File: src/rtl/roulette_bet_settle_pkg.sv
// Shared definitions for the roulette settlement stage.
// Covers the FSM state encoding, bet kinds and payout multipliers.
package roulette_pkg;

    typedef enum logic [1:0] {
        S_IDLE   = 2'd0,
        S_ARMED  = 2'd1,
        S_SETTLE = 2'd2,
        S_SHOW   = 2'd3
    } state_e;

    localparam logic BET_SINGLE = 1'b0;
    localparam logic BET_PARITY = 1'b1;

    // Payouts are powers of two, so they are applied as left shifts of the stake.
    localparam int SINGLE_SHIFT = 3;
    localparam int PARITY_SHIFT = 1;

endpackage

File: src/rtl/roulette_bet_settle_if.sv
// Bet/spinner/display bundle of the settlement stage.
// The slave side is the settlement block; the master side is the game around it.
interface roulette_bet_settle_if #(
    parameter int CREDIT_W = 16
);
    logic                bet_valid;
    logic                bet_type;
    logic [2:0]          bet_pos;
    logic [7:0]          bet_amount;
    logic [2:0]          result_pos;
    logic                spin_done;
    logic                spin_req;
    logic                bet_reject;
    logic                bet_locked;
    logic [CREDIT_W-1:0] credit;
    logic                win;
    logic [CREDIT_W-1:0] win_amount;
    logic                result_valid;
    logic [2:0]          shown_pos;
    logic                game_over;

    modport master (
        output bet_valid, bet_type, bet_pos, bet_amount, result_pos, spin_done,
        input  spin_req, bet_reject, bet_locked, credit, win, win_amount,
               result_valid, shown_pos, game_over
    );

    modport slave (
        input  bet_valid, bet_type, bet_pos, bet_amount, result_pos, spin_done,
        output spin_req, bet_reject, bet_locked, credit, win, win_amount,
               result_valid, shown_pos, game_over
    );
endinterface

File: src/rtl/roulette_bet_settle_bet_judge.sv
// Combinational win/lose decision and payout for one latched bet.
// Payout is the stake zero-extended to credit width, then shifted.
module bet_judge
    import roulette_pkg::*;
#(
    parameter int CREDIT_W = 16
) (
    input  logic                bet_type_i,
    input  logic [2:0]          bet_pos_i,
    input  logic [2:0]          result_i,
    input  logic [7:0]          stake_i,
    output logic                hit_o,
    output logic [CREDIT_W-1:0] payout_o
);
    logic [CREDIT_W-1:0] stake_ext;

    assign stake_ext = CREDIT_W'(stake_i);

    always_comb begin
        if (bet_type_i == BET_SINGLE) begin
            hit_o    = (result_i == bet_pos_i);
            payout_o = stake_ext << SINGLE_SHIFT;
        end else begin
            hit_o    = (result_i[0] == bet_pos_i[0]);
            payout_o = stake_ext << PARITY_SHIFT;
        end
    end
endmodule

File: src/rtl/roulette_bet_settle.sv
// Roulette settlement: takes a bet, debits it, requests a spin, judges the result,
// credits the payout (saturating) and holds the result on display for SHOW_CYCLES.
module roulette_bet_settle
    import roulette_pkg::*;
#(
    parameter int INIT_CREDIT = 100,
    parameter int CREDIT_W    = 16,
    parameter int SHOW_CYCLES = 50_000_000
) (
    input logic                 clk,
    input logic                 rst,
    roulette_bet_settle_if.slave bus
);
    localparam int HOLD_W = (SHOW_CYCLES > 1) ? $clog2(SHOW_CYCLES) : 1;
    localparam logic [CREDIT_W-1:0] CREDIT_MAX = {CREDIT_W{1'b1}};
    localparam logic [CREDIT_W-1:0] CREDIT_RST = CREDIT_W'(INIT_CREDIT);
    localparam logic [HOLD_W-1:0]   HOLD_LAST  = HOLD_W'(SHOW_CYCLES - 1);

    state_e              state_q, state_d;
    logic [CREDIT_W-1:0] credit_q, credit_d;
    logic                bet_type_q;
    logic [2:0]          bet_pos_q;
    logic [7:0]          stake_q;
    logic [2:0]          shown_pos_q;
    logic                win_q;
    logic [CREDIT_W-1:0] win_amount_q;
    logic                spin_req_q;
    logic                bet_reject_q;
    logic                result_valid_q;
    logic                bet_locked_q;
    logic                game_over_q;
    logic [HOLD_W-1:0]   hold_cnt_q;

    logic                hit;
    logic [CREDIT_W-1:0] payout;
    logic [CREDIT_W-1:0] stake_ext;
    logic                accept;
    logic [CREDIT_W:0]   credit_sum;
    logic [CREDIT_W-1:0] credit_won;

    bet_judge #(
        .CREDIT_W (CREDIT_W)
    ) u_bet_judge (
        .bet_type_i (bet_type_q),
        .bet_pos_i  (bet_pos_q),
        .result_i   (shown_pos_q),
        .stake_i    (stake_q),
        .hit_o      (hit),
        .payout_o   (payout)
    );

    always_comb begin
        stake_ext  = CREDIT_W'(bus.bet_amount);
        accept     = bus.bet_valid && (bus.bet_amount != 8'd0) && (stake_ext <= credit_q);
        // One extra bit catches the carry so the win can clamp instead of wrapping.
        credit_sum = {1'b0, credit_q} + {1'b0, payout};
        credit_won = credit_sum[CREDIT_W] ? CREDIT_MAX : credit_sum[CREDIT_W-1:0];
        state_d    = state_q;
        credit_d   = credit_q;
        case (state_q)
            S_IDLE: begin
                if (accept) begin
                    state_d  = S_ARMED;
                    credit_d = credit_q - stake_ext;
                end
            end
            S_ARMED: begin
                if (bus.spin_done) state_d = S_SETTLE;
            end
            S_SETTLE: begin
                state_d = S_SHOW;
                if (hit) credit_d = credit_won;
            end
            S_SHOW: begin
                if (hold_cnt_q == HOLD_LAST) state_d = S_IDLE;
            end
            default: state_d = S_IDLE;
        endcase
    end

    always_ff @(posedge clk or posedge rst) begin
        if (rst) begin
            state_q        <= S_IDLE;
            credit_q       <= CREDIT_RST;
            bet_type_q     <= 1'b0;
            bet_pos_q      <= '0;
            stake_q        <= '0;
            shown_pos_q    <= '0;
            win_q          <= 1'b0;
            win_amount_q   <= '0;
            spin_req_q     <= 1'b0;
            bet_reject_q   <= 1'b0;
            result_valid_q <= 1'b0;
            bet_locked_q   <= 1'b0;
            game_over_q    <= 1'b0;
            hold_cnt_q     <= '0;
        end else begin
            state_q        <= state_d;
            credit_q       <= credit_d;
            spin_req_q     <= 1'b0;
            bet_reject_q   <= 1'b0;
            result_valid_q <= 1'b0;
            bet_locked_q   <= (state_d != S_IDLE);
            game_over_q    <= (state_d == S_IDLE) && (credit_d == '0);
            case (state_q)
                S_IDLE: begin
                    if (accept) begin
                        bet_type_q   <= bus.bet_type;
                        bet_pos_q    <= bus.bet_pos;
                        stake_q      <= bus.bet_amount;
                        win_q        <= 1'b0;
                        win_amount_q <= '0;
                        spin_req_q   <= 1'b1;
                    end else if (bus.bet_valid) begin
                        bet_reject_q <= 1'b1;
                    end
                end
                S_ARMED: begin
                    if (bus.spin_done) shown_pos_q <= bus.result_pos;
                end
                S_SETTLE: begin
                    win_q          <= hit;
                    win_amount_q   <= hit ? payout : '0;
                    result_valid_q <= 1'b1;
                    hold_cnt_q     <= '0;
                end
                S_SHOW: begin
                    hold_cnt_q <= hold_cnt_q + HOLD_W'(1);
                end
                default: ;
            endcase
        end
    end

    assign bus.spin_req     = spin_req_q;
    assign bus.bet_reject   = bet_reject_q;
    assign bus.bet_locked   = bet_locked_q;
    assign bus.credit       = credit_q;
    assign bus.win          = win_q;
    assign bus.win_amount   = win_amount_q;
    assign bus.result_valid = result_valid_q;
    assign bus.shown_pos    = shown_pos_q;
    assign bus.game_over    = game_over_q;
endmodule

File: src/flat_wrapper.sv
// flat-port wrapper written by rule: the top's interface ports become plain ports
module roulette_bet_settle_flat import roulette_pkg::*;
#(
    parameter int INIT_CREDIT = 100,
    parameter int CREDIT_W    = 16,
    parameter int SHOW_CYCLES = 50_000_000
)
  (clk, rst, bus_bet_valid, bus_bet_type, bus_bet_pos, bus_bet_amount, bus_result_pos, bus_spin_done, bus_spin_req, bus_bet_reject, bus_bet_locked, bus_credit, bus_win, bus_win_amount, bus_result_valid, bus_shown_pos, bus_game_over);
  roulette_bet_settle_if #(.CREDIT_W(CREDIT_W)) bus_i ();
  input logic clk;
  input logic rst;
  input wire logic [$bits(bus_i.bet_valid)-1:0] bus_bet_valid;
  input wire logic [$bits(bus_i.bet_type)-1:0] bus_bet_type;
  input wire logic [$bits(bus_i.bet_pos)-1:0] bus_bet_pos;
  input wire logic [$bits(bus_i.bet_amount)-1:0] bus_bet_amount;
  input wire logic [$bits(bus_i.result_pos)-1:0] bus_result_pos;
  input wire logic [$bits(bus_i.spin_done)-1:0] bus_spin_done;
  output wire logic [$bits(bus_i.spin_req)-1:0] bus_spin_req;
  output wire logic [$bits(bus_i.bet_reject)-1:0] bus_bet_reject;
  output wire logic [$bits(bus_i.bet_locked)-1:0] bus_bet_locked;
  output wire logic [$bits(bus_i.credit)-1:0] bus_credit;
  output wire logic [$bits(bus_i.win)-1:0] bus_win;
  output wire logic [$bits(bus_i.win_amount)-1:0] bus_win_amount;
  output wire logic [$bits(bus_i.result_valid)-1:0] bus_result_valid;
  output wire logic [$bits(bus_i.shown_pos)-1:0] bus_shown_pos;
  output wire logic [$bits(bus_i.game_over)-1:0] bus_game_over;
  assign bus_i.bet_valid = bus_bet_valid;
  assign bus_i.bet_type = bus_bet_type;
  assign bus_i.bet_pos = bus_bet_pos;
  assign bus_i.bet_amount = bus_bet_amount;
  assign bus_i.result_pos = bus_result_pos;
  assign bus_i.spin_done = bus_spin_done;
  assign bus_spin_req = bus_i.spin_req;
  assign bus_bet_reject = bus_i.bet_reject;
  assign bus_bet_locked = bus_i.bet_locked;
  assign bus_credit = bus_i.credit;
  assign bus_win = bus_i.win;
  assign bus_win_amount = bus_i.win_amount;
  assign bus_result_valid = bus_i.result_valid;
  assign bus_shown_pos = bus_i.shown_pos;
  assign bus_game_over = bus_i.game_over;
  roulette_bet_settle #(.INIT_CREDIT(INIT_CREDIT), .CREDIT_W(CREDIT_W), .SHOW_CYCLES(SHOW_CYCLES)) u_core (.clk(clk), .rst(rst), .bus(bus_i));
endmodule
File: config.mk
export PLATFORM = sky130hd
export DESIGN_NAME = roulette_bet_settle_flat
export DESIGN_NICKNAME = d
export VERILOG_FILES = /design/src/rtl/roulette_bet_settle_pkg.sv /design/src/rtl/roulette_bet_settle_if.sv /design/src/rtl/roulette_bet_settle_bet_judge.sv /design/src/rtl/roulette_bet_settle.sv /design/src/flat_wrapper.sv
export SDC_FILE = /design/constraint.sdc
export NUM_CORES = 1
export LEC_CHECK = 0
export ABC_AREA = 1
export ABC_CLOCK_PERIOD_IN_PS = 2900
export CORE_MARGIN = 8
export CORE_UTILIZATION = 39
export DETAILED_ROUTE_END_ITERATION = 10
export PLACE_DENSITY_LB_ADDON = 0.2
export SETUP_SLACK_MARGIN = 0.3
export SYNTH_ARGS = -nofsm -noshare
export SYNTH_HDL_FRONTEND = slang
export SYNTH_HIERARCHICAL = 1
export SYNTH_SLANG_ARGS = --single-unit
File: constraint.sdc
create_clock -name clk -period 2.9 [get_ports clk]
set_input_delay 0.435 -clock clk [delete_from_list [all_inputs] [get_ports clk]]
set_output_delay 0.435 -clock clk [all_outputs]
set_load 0.02 [all_outputs]
# Word level (Yosys, flattened, before mapping)
# Cells that the tools add are included.
# classes
n_lt_le_gt_ge	1
reduce_logical	13
n_mux	22
addsub	3
n_eq_ne	7
# ops
cell	count
2-to-1 mux 16 bit	4
case mux 16 bit (2 select lines)	2
case mux 26 bit (2 select lines)	1
adder 26 x 1 -> 26 bit, second input constant	1
== test 26 bit, second input constant	1
2-to-1 mux 11 bit	2
adder 16 x 11 -> 17 bit	1
less-or-equal comparator 8 x 16 -> 1 bit	1
zero test 16 bit	1
subtractor 16 x 8 -> 16 bit	1
2-to-1 mux 1 bit	8
case mux 2 bit (4 select lines)	1
nonzero test 8 bit	1
2-to-1 mux 2 bit	3
AND reduction 2 bit	3
nonzero test 2 bit	3
== test 2 bit, second input constant	2
zero test 2 bit	2
== test 3 bit	1
logical AND 1 bit	3
== test 2 x 1 -> 1 bit, second input constant	1
inequality test 2 x 1 -> 1 bit, second input constant	1
case mux 1 bit (2 select lines)	1
== test 1 bit	1
# word_totals
out_inout_bits	41
ff_bits	81
inputBits	19
wordCells	60

# Longest topological paths before layout
# Gate-level depths: netlist of run 1.
# logic_depth
word_depth	7
depth_mapped	21

# Hierarchy
# Netlist of run 1, hierarchy kept.
# by_module_without_submodules
module	cells_each	instances	area_each_um2
roulette_bet_settle	864	1	5806.8
bet_judge	43	1	215.2

# Worst setup path after synthesis of run 1
# OpenSTA, ideal clock, no wires.
# synth_path
kind	register -> register
start	register u_core.credit_q[0] (netlist: u_core/bus.credit[0])
end	register u_core.game_over_q (netlist: u_core/bus.game_over)
synth_period_minus_slack_ns	2.429
setup_time_ns	0.071
required_time_ns	2.829
setup_slack_ns	0.471
arrival_time_ns	2.358
stages_incl_launch_ff	20
path_cell_list	dfrtp_1 inv_1 ha_1 fa_1 inv_1 nand2_1 nand2_1 nand3_2 nand2_2 nor2_2 nor2_4 buf_6 nand3_2 nand3_2 nand2_2 nor2_1 nand2_1 nor2_1 nand2_1 nor2_1
# synth_via
elab_chain_len	6
elab_cells_between_ends	13
classes_between	add/sub: 2; order compare: 1; mux: 6; reduce/logical: 4
# synth_rtl
item	line_no	text
start: declaration	roulette_bet_settle.sv:20	logic [CREDIT_W-1:0] credit_q, credit_d;
start signal: assignment	roulette_bet_settle.sv:99	credit_q <= credit_d;
adder 16 x 11 -> 17 bit or less-or-equal comparator 8 x 16 -> 1 bit (tied branches)	roulette_bet_settle.sv:56, roulette_bet_settle.sv:54	
2-to-1 mux 16 bit or logical AND 1 bit (tied branches)	roulette_bet_settle.sv:57, roulette_bet_settle.sv:54	
2-to-1 mux 16 bit (on tied branches)	roulette_bet_settle.sv:72, roulette_bet_settle.sv:62	
case mux 16 bit (2 select lines) *	roulette_bet_settle.sv:60	case (state_q)
named net u_core.credit_d[10]	roulette_bet_settle.sv:20	
zero test 16 bit *	roulette_bet_settle.sv:104	game_over_q <= (state_d == S_IDLE) && (credit_d == '0);
logical AND 1 bit *	roulette_bet_settle.sv:104	
end signal: assignment	roulette_bet_settle.sv:104	
end: declaration	roulette_bet_settle.sv:31	logic game_over_q;
# Mark *: on every way through the listed nets, which the timed path passes. The rest lies on a longest branch.
# A chain may end at the register's enable or synchronous reset.

# Final worst setup path of run 1
# layout_path
start	input port bus_bet_amount[6]
end	register u_core.game_over_q (netlist: u_core/bus.game_over)
# layout_via
elab_chain_len	7
elab_cells_between_ends	12
classes_between	add/sub: 1; order compare: 1; mux: 4; reduce/logical: 6
# layout_rtl
item	line_no	text
start: declaration	flat_wrapper.sv:15	input wire logic [$bits(bus_i.bet_amount)-1:0] bus_bet_amount;
branches (longest 2 deep; another with less-or-equal comparator 8 x 16 -> 1 bit)	--	
logical AND 1 bit *	roulette_bet_settle.sv:54	accept = bus.bet_valid && (bus.bet_amount != 8'd0) && (stake_ext <= credit_q);
2-to-1 mux 2 bit *	roulette_bet_settle.sv:62	if (accept) begin
case mux 2 bit (4 select lines) *	roulette_bet_settle.sv:60	
named net u_core.state_d[0]	roulette_bet_settle.sv:19	state_e state_q, state_d;
zero test 2 bit *	roulette_bet_settle.sv:104	
logical AND 1 bit *	roulette_bet_settle.sv:104	
# Mark *: on every way through the listed nets, which the timed path passes.

==> results.ini, run 1 <==
[status]
status=finished, final reports clean

[finish]
mostFrequentLayoutCells=nand2_1 (259), inv_1 (109), nand3_1 (99), buf_4 (79), nor2_1 (79)
area_growth_syn_to_layout_pct=33.87
nets=1085
drive_above_1_share_pct=19.44
n_antenna_cell=0
final_common_cell=nand2_1

[die]
die_area_mm2=0.01967
core_mm2=0.01515
die_h_um=140.3
ios=60
rows=45
die_w_um=140.3
start_util_pct=39.76

[timing]
fin_skew_ns=0.009766
hold_ws_ns=0.4293
relSlewSlack_pct=63.91
tightest_slew_ns=0.5406
setup_viol=0
fmax_mhz=388.2
post-route-period-util_pct=88.82
rsz0062_at_grt=yes
worst_slack_ns=0.3242
post-route-min-period_ns=2.576
hold_violations=0
slew_viol_final=0

[global_route]
antenna_found_initial=0
grt.total_usage_pct=19.53
grt_pass1_wl_um=31170
grt_start_max_net_pins=30
grt_pass1_vias=6117
overflow=0

[clock_tree]
cts_num_sinks=81
clock_latency_ns=0.34
cts_buffers=9
cts_max_path_buffers=2
cts-root-buf=clkbuf_16
cts_tree=done
cts_htree_levels=3
clk_pin_slew_ns=0.06

[pwr]
vdd_drop_max_mv=0.3808
p_seq_share_pct=23.9
pwr-share-clk_pct=16.0
switching_share_pct=45.30
p_leak_nw=4.044
power.density_mw_per_mm2=902.5
internal-power_w=0.003980
p_sw_w=0.003296
power_frac_comb_pct=60.1

[worst_setup_path]
regToRegSetupSlack_ns=0.35
crit_type=in2reg
cp_slowest_cell=clkdlybuf4s50_1
critPathLaunchType=input pin
worstPathArrival_ns=2.85
critPathMaxFanout=4
crit_chain=clkdlybuf4s50_1 > inv_1 > ha_1 > nand2_2 > inv_1 > a21oi_2 > nand2_4 > nor2_4 > nor2_4 > buf_4 > nand2_1 > o21ai_1 > nor2_1 > nand3_1 > nor2_2 > nand3_2 > nor2_1
end_kind=flip-flop
path_buf_inv=4
cpLargestDelayFamily=simple AND/OR/NAND/NOR gates
cp_slowest_stage_delay_ns=0.46
worst_ep_required_time_ns=3.17

[detailed_routing]
wl_um=19070
vias_per_cell=5.146
drt-initial-drc-count=458
vias=6340
wl_per_cell_um=15.48
post-route-drc-count=0
antenna_left=0
first_pass_iters=7

[logic_synthesis]
ys.flop_type=dfrtp_1
ys_warn_count=6
ys_ff_latch=81
yosys.cell_types.count=41
yosysSeqAreaShare_pct=33.72
async_flop_share_pct=100.0
syn_area_per_cell_um2=6.639
syn_area_mm2=0.006022
synthCells=907
synth_edf_count=0

[place]
gp_congestion=0.9566
dp_slack_ns=-0.09321
dp_hpwl_um=14450
port_buffers=59

[job]
maxCapViolCount=0

[min_path]
hp-class=in2async

==> power groups by stage <==
stage / Combinational (W) / Sequential [W] / Clock, W
2_1_floorplan: 0.00210 / 0.00187 / 0
3_3_place_gp: 0.00375 / 0.00172 / 0
3_5_place_dp: 0.00375 / 0.00173 / 0
4_1_cts: 0.00390 / 0.00171 / 0.00118
5_1_grt: 0.00483 / 0.00178 / 0.00124
6_report: 0.00438 / 0.00174 / 0.00116
==> flip-flops by register name, indices dropped and copies added, names as in the netlist <==
| name | flops |
|---|---|
| u_core/bus.credit | 16 |
| u_core/state_q | 2 |
| u_core/bus.spin_req | 1 |
| u_core/bus.shown_pos | 3 |
| u_core/bus.bet_locked | 1 |
| u_core/bus.win_amount | 16 |
| u_core/hold_cnt_q | 26 |
| u_core/bus.bet_reject | 1 |
| u_core/bet_pos_q | 3 |
| u_core/bus.game_over | 1 |
| u_core/bet_type_q | 1 |
| u_core/bus.result_valid | 1 |
| u_core/bus.win | 1 |
| u_core/stake_q | 8 |
==> worst paths after layout <==
path,from,to,depth (start not counted)
min in group clk,bus_bet_amount[0],u_core/stake_q[0],3
setup / recovery,bus_bet_amount[6],u_core/bus.game_over,17
setup reg to reg,u_core/bet_type_q,u_core/bus.game_over,16
hold / removal,rst,u_core/bus.shown_pos[0],2
max in group asynchronous,rst,u_core/hold_cnt_q[3],3
hold reg to reg,u_core/hold_cnt_q[22],u_core/hold_cnt_q[22],1
==> logic make-up after synthesis <==
family,synth area share (%)
compound gates,8.685
xor+xnor,1.891
fa+ha+maj,5.859
buf+inv,9.828
flops,33.72
mux,0.7479
other cells,0.06227
simple gates,39.21
==> cells in the mapped netlist, types with 5 or more instances <==
library cell  number  area share [%]
nand2_1          277              17
inv_1            111             6.9
nand3_1          107             8.9
nor2_1            93             5.8
dfrtp_1           78              32
a21oi_1           50             4.2
o21ai_0           38             3.2
ha_1              25             5.2
nor3_1            12             1.0
nand4_1           10             1.0
clkbuf_1           9            0.56
buf_2              8            0.66
nand2_2            8            0.83
buf_4              7            0.87
nand3_2            7             1.2
xor2_1             7             1.0
nor2_2             6            0.62
xnor2_1            6            0.87
nand3b_1           5            0.62
==> per-layer routing <==
metal | track usage [%] | share of wire, %
met1 | 25.89 | 46
met2 | 32.56 | 47
met3 | 2.956 | 5.8
met4 | 4.971 | 1.3
met5 | 0 | 0
==> through the flow <==
stage	cells	TNS, ns	cell area, um^2	power [W]	util (%)
final	1232	0	8061	0.007275	53.23
after CTS	1221	0	7661	0.006788	50.58
after floorplan	912	0	6041	0.003970	-
after global placement	1198	-0.05643	7248	0.005476	47.86
after detailed placement	1198	-0.09321	7248	0.005478	47.86
after global routing	1232	0	8061	0.007847	53.23
==> what timing repair did <==
item / in CTS / in global routing
endpoints found under the setup margin: 8 / 20
pin swaps: 9 / 38
resized for setup: 24 / 69
buffers inserted: 7 / 10
cloned: 0 / 1
hold buffers: 0 / 0
==> cell type report <==
type                    count  area (um^2)
multi-input cells         689         3759
clock inverters             4        52.55
clock buffers              12        246.5
inverters                 113        425.4
well taps                 188        235.2
flip-flops and latches     81         2032
fillers                  1493         7084
repair buffers            145         1311
==> worst reg2reg max path, delay by kind of cell (launching register included) <==
family | cells | cell delay (ns)
buffers and inverters | 4 | 0.49
DFF | 1 | 0.48
and+or+nand+nor | 9 | 0.83
AOI/OAI and AO/OA | 1 | 0.16
adders and majority gates | 1 | 0.37
xor gates and xnor gates | 1 | 0.16
Note: power is estimated with default switching activity, not from simulation.
==> run 2, diff against run 1 <==
--- a/config.mk
+++ b/config.mk
@@ -9,6 +9,7 @@
 export ABC_CLOCK_PERIOD_IN_PS = 2900
 export CORE_MARGIN = 8
 export CORE_UTILIZATION = 39
+export CTS_BUF_LIST = sky130_fd_sc_hd__clkbuf_8
 export DETAILED_ROUTE_END_ITERATION = 10
 export PLACE_DENSITY_LB_ADDON = 0.2
 export SETUP_SLACK_MARGIN = 0.3
==> run 2 against run 1 <==
Power decreased by 4.6%. Cell count unchanged. Clock skew increased by 0.00053 ns. Routed wire length increased by 0.12%. Global-route usage about the same. Sequential share of layout area increased by 0.26 points. Largest power group unchanged.
==> results.ini, run 2 (synthesis results as in run 1) <==
[timing]
relSlewSlack_pct=63.17  ; was 63.91%
setup_viol=0  ; unchanged
slew_viol_final=0  ; unchanged
tightest_slew_ns=0.5517  ; was 0.5406 ns
fmax_mhz=394.9  ; was 388.2 MHz
worst_slack_ns=0.3678  ; was 0.3242 ns
post-route-period-util_pct=87.32  ; was 88.82%
fin_skew_ns=0.01030  ; was 0.009766 ns
rsz0062_at_grt=yes  ; unchanged
hold_violations=0  ; unchanged
post-route-min-period_ns=2.532  ; was 2.576 ns

[finish]
area_growth_syn_to_layout_pct=32.56  ; was 33.87%
final_util_pct=52.71  ; was 53.23%
largest_reg_flops=26  ; unchanged
nets=1085  ; unchanged
fillCellCount=1500  ; was 1493
design_area_mm2=0.007983  ; was 0.008061 mm^2
n_antenna_cell=0  ; unchanged
drive_above_1_share_pct=19.64  ; was 19.44%
regMostFlops=u_core/hold_cnt_q  ; unchanged
mostFrequentLayoutCells=nand2_1 (264), inv_1 (109), nand3_1 (99), nor2_1 (78), buf_4 (77)  ; was nand2_1 (259), inv_1 (109), nand3_1 (99), buf_4 (79), nor2_1 (79)
final_common_cell=nand2_1  ; unchanged

[clock_tree]
clk_pin_slew_ns=0.09  ; was 0.06 ns
cts_tree=done  ; unchanged
cts_max_path_buffers=2  ; unchanged
cts_htree_levels=3  ; unchanged
cts_num_sinks=81  ; unchanged
clock_latency_ns=0.36  ; was 0.34 ns
cts-root-buf=clkbuf_8  ; was clkbuf_16
cts_buffers=9  ; unchanged
ctsHoldBuffers=0  ; unchanged

[die]
start_util_pct=39.76  ; unchanged
die_w_um=140.3  ; unchanged
die_area_mm2=0.01967  ; unchanged
rows=45  ; unchanged
die_h_um=140.3  ; unchanged
core_mm2=0.01515  ; unchanged
ios=60  ; unchanged

[global_route]
grt.total_usage_pct=19.51  ; was 19.53%
grt_start_max_net_pins=30  ; unchanged
overflow=0  ; unchanged
antenna_found_initial=0  ; unchanged
grt_pass1_wl_um=31040  ; was 31170 um
grt_pass1_vias=6052  ; was 6117

[detailed_routing]
post-route-drc-count=0  ; unchanged
wl_per_cell_um=15.50  ; was 15.48 um
first_pass_iters=5  ; was 7
vias=6324  ; was 6340
vias_per_cell=5.133  ; was 5.146
drt-initial-drc-count=400  ; was 458
wl_um=19090  ; was 19070 um
antenna_left=0  ; unchanged

[worst_setup_path]
r2r-start=u_core/bet_type_q  ; unchanged
worst_ep_required_time_ns=3.20  ; was 3.17 ns
critPathLaunchType=input pin  ; unchanged
end_kind=flip-flop  ; unchanged
critPathMaxFanout=4  ; unchanged
crit_start=bus_bet_amount[6]  ; unchanged
worstPathArrival_ns=2.83  ; was 2.85 ns
regToRegSetupSlack_ns=0.40  ; was 0.35 ns
r2r_cells=16  ; unchanged
crit_type=in2reg  ; unchanged
reg2reg_to=u_core/bus.game_over  ; unchanged

[min_path]
hp-class=in2async  ; unchanged

[status]
status=finished, final reports clean  ; unchanged

[pwr]
finalPower_w=0.006942  ; was 0.007275 W
power.density_mw_per_mm2=869.7  ; was 902.5 mW/mm^2
vdd_drop_max_mv=0.3778  ; was 0.3808 mV
p_leak_nw=4.000  ; was 4.044 nW

[job]
maxCapViolCount=0  ; unchanged

[place]
gp_congestion=0.9566  ; unchanged
place_area_mm2=0.007248  ; unchanged
dp_slack_ns=-0.09321  ; unchanged
port_buffers=59  ; unchanged
dp_hpwl_um=14450  ; unchanged

-- run 2: cell types whose count changed in the layout (fill, tap and decap cells not counted), moves of 5 or more --
cell | previous run | this run
nand2_1 | 259 | 264
clkbuf_8 | 1 | 10
nand2_2 | 24 | 19
clkbuf_16 | 10 | 1
-- run 2: what timing repair did --
item	4_1_cts	5_1_grt
setup endpoints to repair	8	9
pin swaps	4	28
buffers inserted	6	10
gates resized for setup	19	80
cloned	0	2
-- run 2: critical path: stages --
cell and delay [ns]:
clkdlybuf4s50_1 0.46, inv_1 0.07, ha_1 0.32, nand2_2 0.11, inv_1 0.08, a21oi_2 0.21
nand2_4 0.09, nor2_4 0.10, nor2_4 0.07, buf_4 0.17, nand2_1 0.06, o21ai_1 0.09
nor2_1 0.17, nand3_1 0.10, nor2_1 0.12, nand3_2 0.09, nor2_1 0.08
-- run 2: per-stage QoR --
step           hold slack (ns)  instances  setup TNS [ns]
2_1_floorplan           0.4331        912               0
3_3_place_gp            0.4523       1198        -0.05643
3_5_place_dp            0.4588       1198        -0.09321
4_1_cts                 0.4067       1220               0
5_1_grt                 0.4340       1232               0
6_report                0.4056       1232               0
-- run 2: power breakdown --
part	total, W	switching, W	internal [W]	leakage, nW
clock network	0.000853	0.000435	0.000418	0.109
logic	0.00436	0.00249	0.00187	2.85
registers	0.00173	0.000327	0.00140	1.04
total	0.00694	0.00325	0.00369	4.00
-- run 2: per-layer routing --
layer | vias to the layer above | share of wire [%] | global-route usage, %
met3 | 18 | 5.4 | 2.684
met5 | - | 0 | 0
met4 | 0 | 1.5 | 5.200
li1 | 3172 | - | -
met1 | 2961 | 46 | 26.04
met2 | 173 | 47 | 32.41
-- run 2: worst max path at each step --
stage                                      end  slack (ns)  depth (start not counted)
after detailed placement  u_core/bus.game_over       -0.09                         17
after global placement    u_core/bus.game_over       -0.06                         19
after floorplan            u_core/bet_pos_q[0]        0.39                          1
final                     u_core/bus.game_over        0.37                         17
after CTS                 u_core/bus.game_over        0.30                         18
after global routing      u_core/bus.game_over        0.14                         17
-- run 2: cell type report --
type | instances | area (um^2) | share of cell area (%)
sequential | 81 | 2033 | 25.47
clock inverter | 6 | 60.06 | 0.7524
multi-input combinational | 690 | 3787 | 47.45
clock buffer | 10 | 137.6 | 1.724
timing repair buffer | 144 | 1304 | 16.33
inverter | 113 | 425.4 | 5.329
tap | 188 | 235.2 | 2.947
==> RTL change (settings of run 2) <==
The 4 states of `state_e` get a Gray code encoding in 2 bits.
--- a/src/rtl/roulette_bet_settle_pkg.sv
+++ b/src/rtl/roulette_bet_settle_pkg.sv
@@ -5,6 +5,6 @@
     typedef enum logic [1:0] {
-        S_IDLE   = 2'd0,
-        S_ARMED  = 2'd1,
-        S_SETTLE = 2'd2,
-        S_SHOW   = 2'd3
+        S_IDLE   = 2'b00,
+        S_ARMED  = 2'b01,
+        S_SETTLE = 2'b11,
+        S_SHOW   = 2'b10
     } state_e;
Check against the original RTL: no difference found for any inputs over 10 cycles, from zero or initial values and one cycle with rst high; not proved beyond that.
==> RTL change against run 2 <==
- sequential cell count stayed put
- sequential share of layout area fell by 0.45 points
- non-clock buffer count shrank 3
- core utilization grew 0.55 points
- clock power grew 2.9%
- cell count up 1.5%
- via count is 2.9% lower
- highest routed layer unchanged
- wire length fell by 5.5%
- final area grew 1.8%
- synthesized area grew 1.2%
- setup slack got worse by 93 ps
- power rose by 44%
- global-route usage decreased by 0.81 points
==> RTL change: results (changes against run 2) <==
Parameter                              Value

Outcome
  Run status ... complete, no violations

Clock network
  TritonCTS buffer count ... 9 (unchanged)
  CTS H-tree depth ... 3 (unchanged)
  CTS Root Cell ... clkbuf_8
  Insertion delay of the later-clocked pin in the worst-skew pair ... 380 ps (+20 ps)

Finish
  Ratio of cells with drive above 1 in the final layout ... 21.73% (+2.1 points)
  Max FFs per register ... 26 (unchanged)
  Antenna diodes ... 0 (unchanged)
  Top register by number of flip-flops ... u_core/hold_cnt_q

Setup path
  Arrival time at the worst endpoint ... 2950 ps (+120 ps)
  Critical path peak fanout ... 5 (+1)
  Cells on worst reg2reg path ... 19 (+3)
  Worst reg2reg path startpoint ... u_core/bet_type_q$_DFFE_PP0P_
  Register-to-register setup slack ... 270 ps (-130 ps)
  Critical-path cell with the highest stage delay ... dfrtp_2
  Slowest Stage Delay on Critical Path ... 480 ps (+20 ps)

Route
  1st-iter DRT viols ... 394 (-1.5%)
  Met2 routed wirelength ... 8743 um (-1.9%)
  Via count ... 6,139 (-2.9%)
  Wire length on met3 ... 778 um (-25%)
  Routed WL ... 18,050 um (-5.5%)
  Met1 routed wirelength after detailed routing ... 8205 um (-7.5%)
  Highest Signal Layer ... met4

Yosys
  Post-synth ARST share ... 100.0% (unchanged)
  Most common library cells after synthesis ... nand2_1, inv_1, nand3_1
  Sequential share of the synthesized area ... 33.33% (-0.39 points)
  Count of unique library cells instantiated by Yosys ... 45 (+9.8%)
  Biggest area contributors in the synthesized netlist ... dfrtp_1, nand2_1, inv_1
  Number of warnings reported in the yosys synthesis log ... 6 (unchanged)

Placement
  Half-perimeter wire length after detailed placement ... 13,730 um (-5.0%)
  Worst slack at placement ... -82.65 ps (+10.55 ps)
  Buffers on Ports ... 59 (unchanged)
  Routability-driven placement congestion ratio ... 0.8906 (-6.9%)

Hold path
  Type of the most critical hold path ... in2async

Power
  Static leakage ... 4.086 nW (+2.1%)
  Largest vdd supply drop ... 0.0006432 V (+70%)

STA
  Worst Max-Slew Pin Slew ... 602.4 ps (+50.76 ps)
  Final worst clock skew ... 12.70 ps (+2.400 ps)
  Upper clock frequency limit ... 380.9 MHz (-3.6%)

GRT
  Global-route wire length before repair ... 29,770 um (-4.1%)
  Vias in the first global route ... 5,932 (-2.0%)
  Pin count of the biggest net entering global routing ... 82 (+170%)
  Number of antenna violations at the first check in global routing ... 0 (unchanged)
  Total routing resource utilization after global routing ... 18.70% (-0.81 points)
==> RTL change: cell count changes in the layout (fill, tap and decap cells not counted), moves of 6 or more <==
cell            run 2  this run
ha_1               14        22
nor3_1             12         6
nand3_1            99        81
buf_4              77        71
nor2_1             78        52
a21oi_1            40        30
nand2_1           264       226
nand2_2            19        33
o22ai_1             1        16
mux2i_1             0         6
inv_1             109       159
==> RTL change: cells by family after synthesis <==
family,after synthesis,share of synthesized area (%)
compound gates,112,10.54
xor+xnor,9,1.294
fa+ha+maj,31,6.613
buf+inv,192,12.67
flops,81,33.33
mux,10,1.725
other cells,1,0.06156
simple gates,464,33.76
==> RTL change: layout make-up <==
class	instances	area, um2
fill	1467	7133
multi-input combinational	632	3685
sequential	81	2033
timing repair buffer	141	1296
inverter	170	644.4
tap	211	264.0
clock buffer	9	123.9
clock inverter	7	78.83
==> RTL change: timing repair <==
action / CTS / global route
setup buffers: 8 / 5
resized for setup: 63 / 52
setup endpoints to repair: 9 / 26
cloned: 1 / 0
pin swaps: 27 / 33
==> RTL change: metrics by stage <==
step	TNS, ps	hold slack, ps	std cells	cell area, um2
after floorplan	0	446.1	905	6111
after global placement	-20.48	464.5	1221	7393
after detailed placement	-82.65	474.5	1221	7393
after CTS	0	474.9	1246	7938
after global routing	0	491.1	1251	8125
final	0	452.5	1251	8125
==> RTL change: critical path: cells and delay by family, from the launching register on <==
kind | cells | cell delay (ps)
flip-flops | 1 | 480
buffers and inverters | 4 | 490
AND/OR/NAND/NOR | 11 | 1010
adder cells (fa/ha/maj) | 1 | 220
AO/OA/AOI/OAI | 3 | 340
==> RTL change: where the power goes <==
part / internal, mW / total, mW / leakage (nW) / switching [mW]
combinational: 3.13 / 7.29 / 2.93 / 4.16
sequential: 1.46 / 1.84 / 1.06 / 0.374
clock: 0.406 / 0.878 / 0.0977 / 0.472
==> RTL change: per-layer routing <==
layer | up-vias | GRT usage (%)
li1 | 3113 | -
met1 | 2877 | 23.77
met2 | 129 | 31.67
met3 | 20 | 3.444
met4 | 0 | 5.430
met5 | - | 0
==> RTL change: how the worst max path moves through the flow <==
stage                                   from                              end
2_1_floorplan                            rst  u_core/bet_pos_q[0]$_DFFE_PP0P_
3_3_place_gp               bus_bet_amount[1]   u_core/bus.game_over$_DFF_PP0_
3_5_place_dp               bus_bet_amount[1]   u_core/bus.game_over$_DFF_PP0_
4_1_cts        u_core/bet_type_q$_DFFE_PP0P_   u_core/bus.game_over$_DFF_PP0_
5_1_grt        u_core/bet_type_q$_DFFE_PP0P_   u_core/bus.game_over$_DFF_PP0_
6_report       u_core/bet_type_q$_DFFE_PP0P_   u_core/bus.game_over$_DFF_PP0_
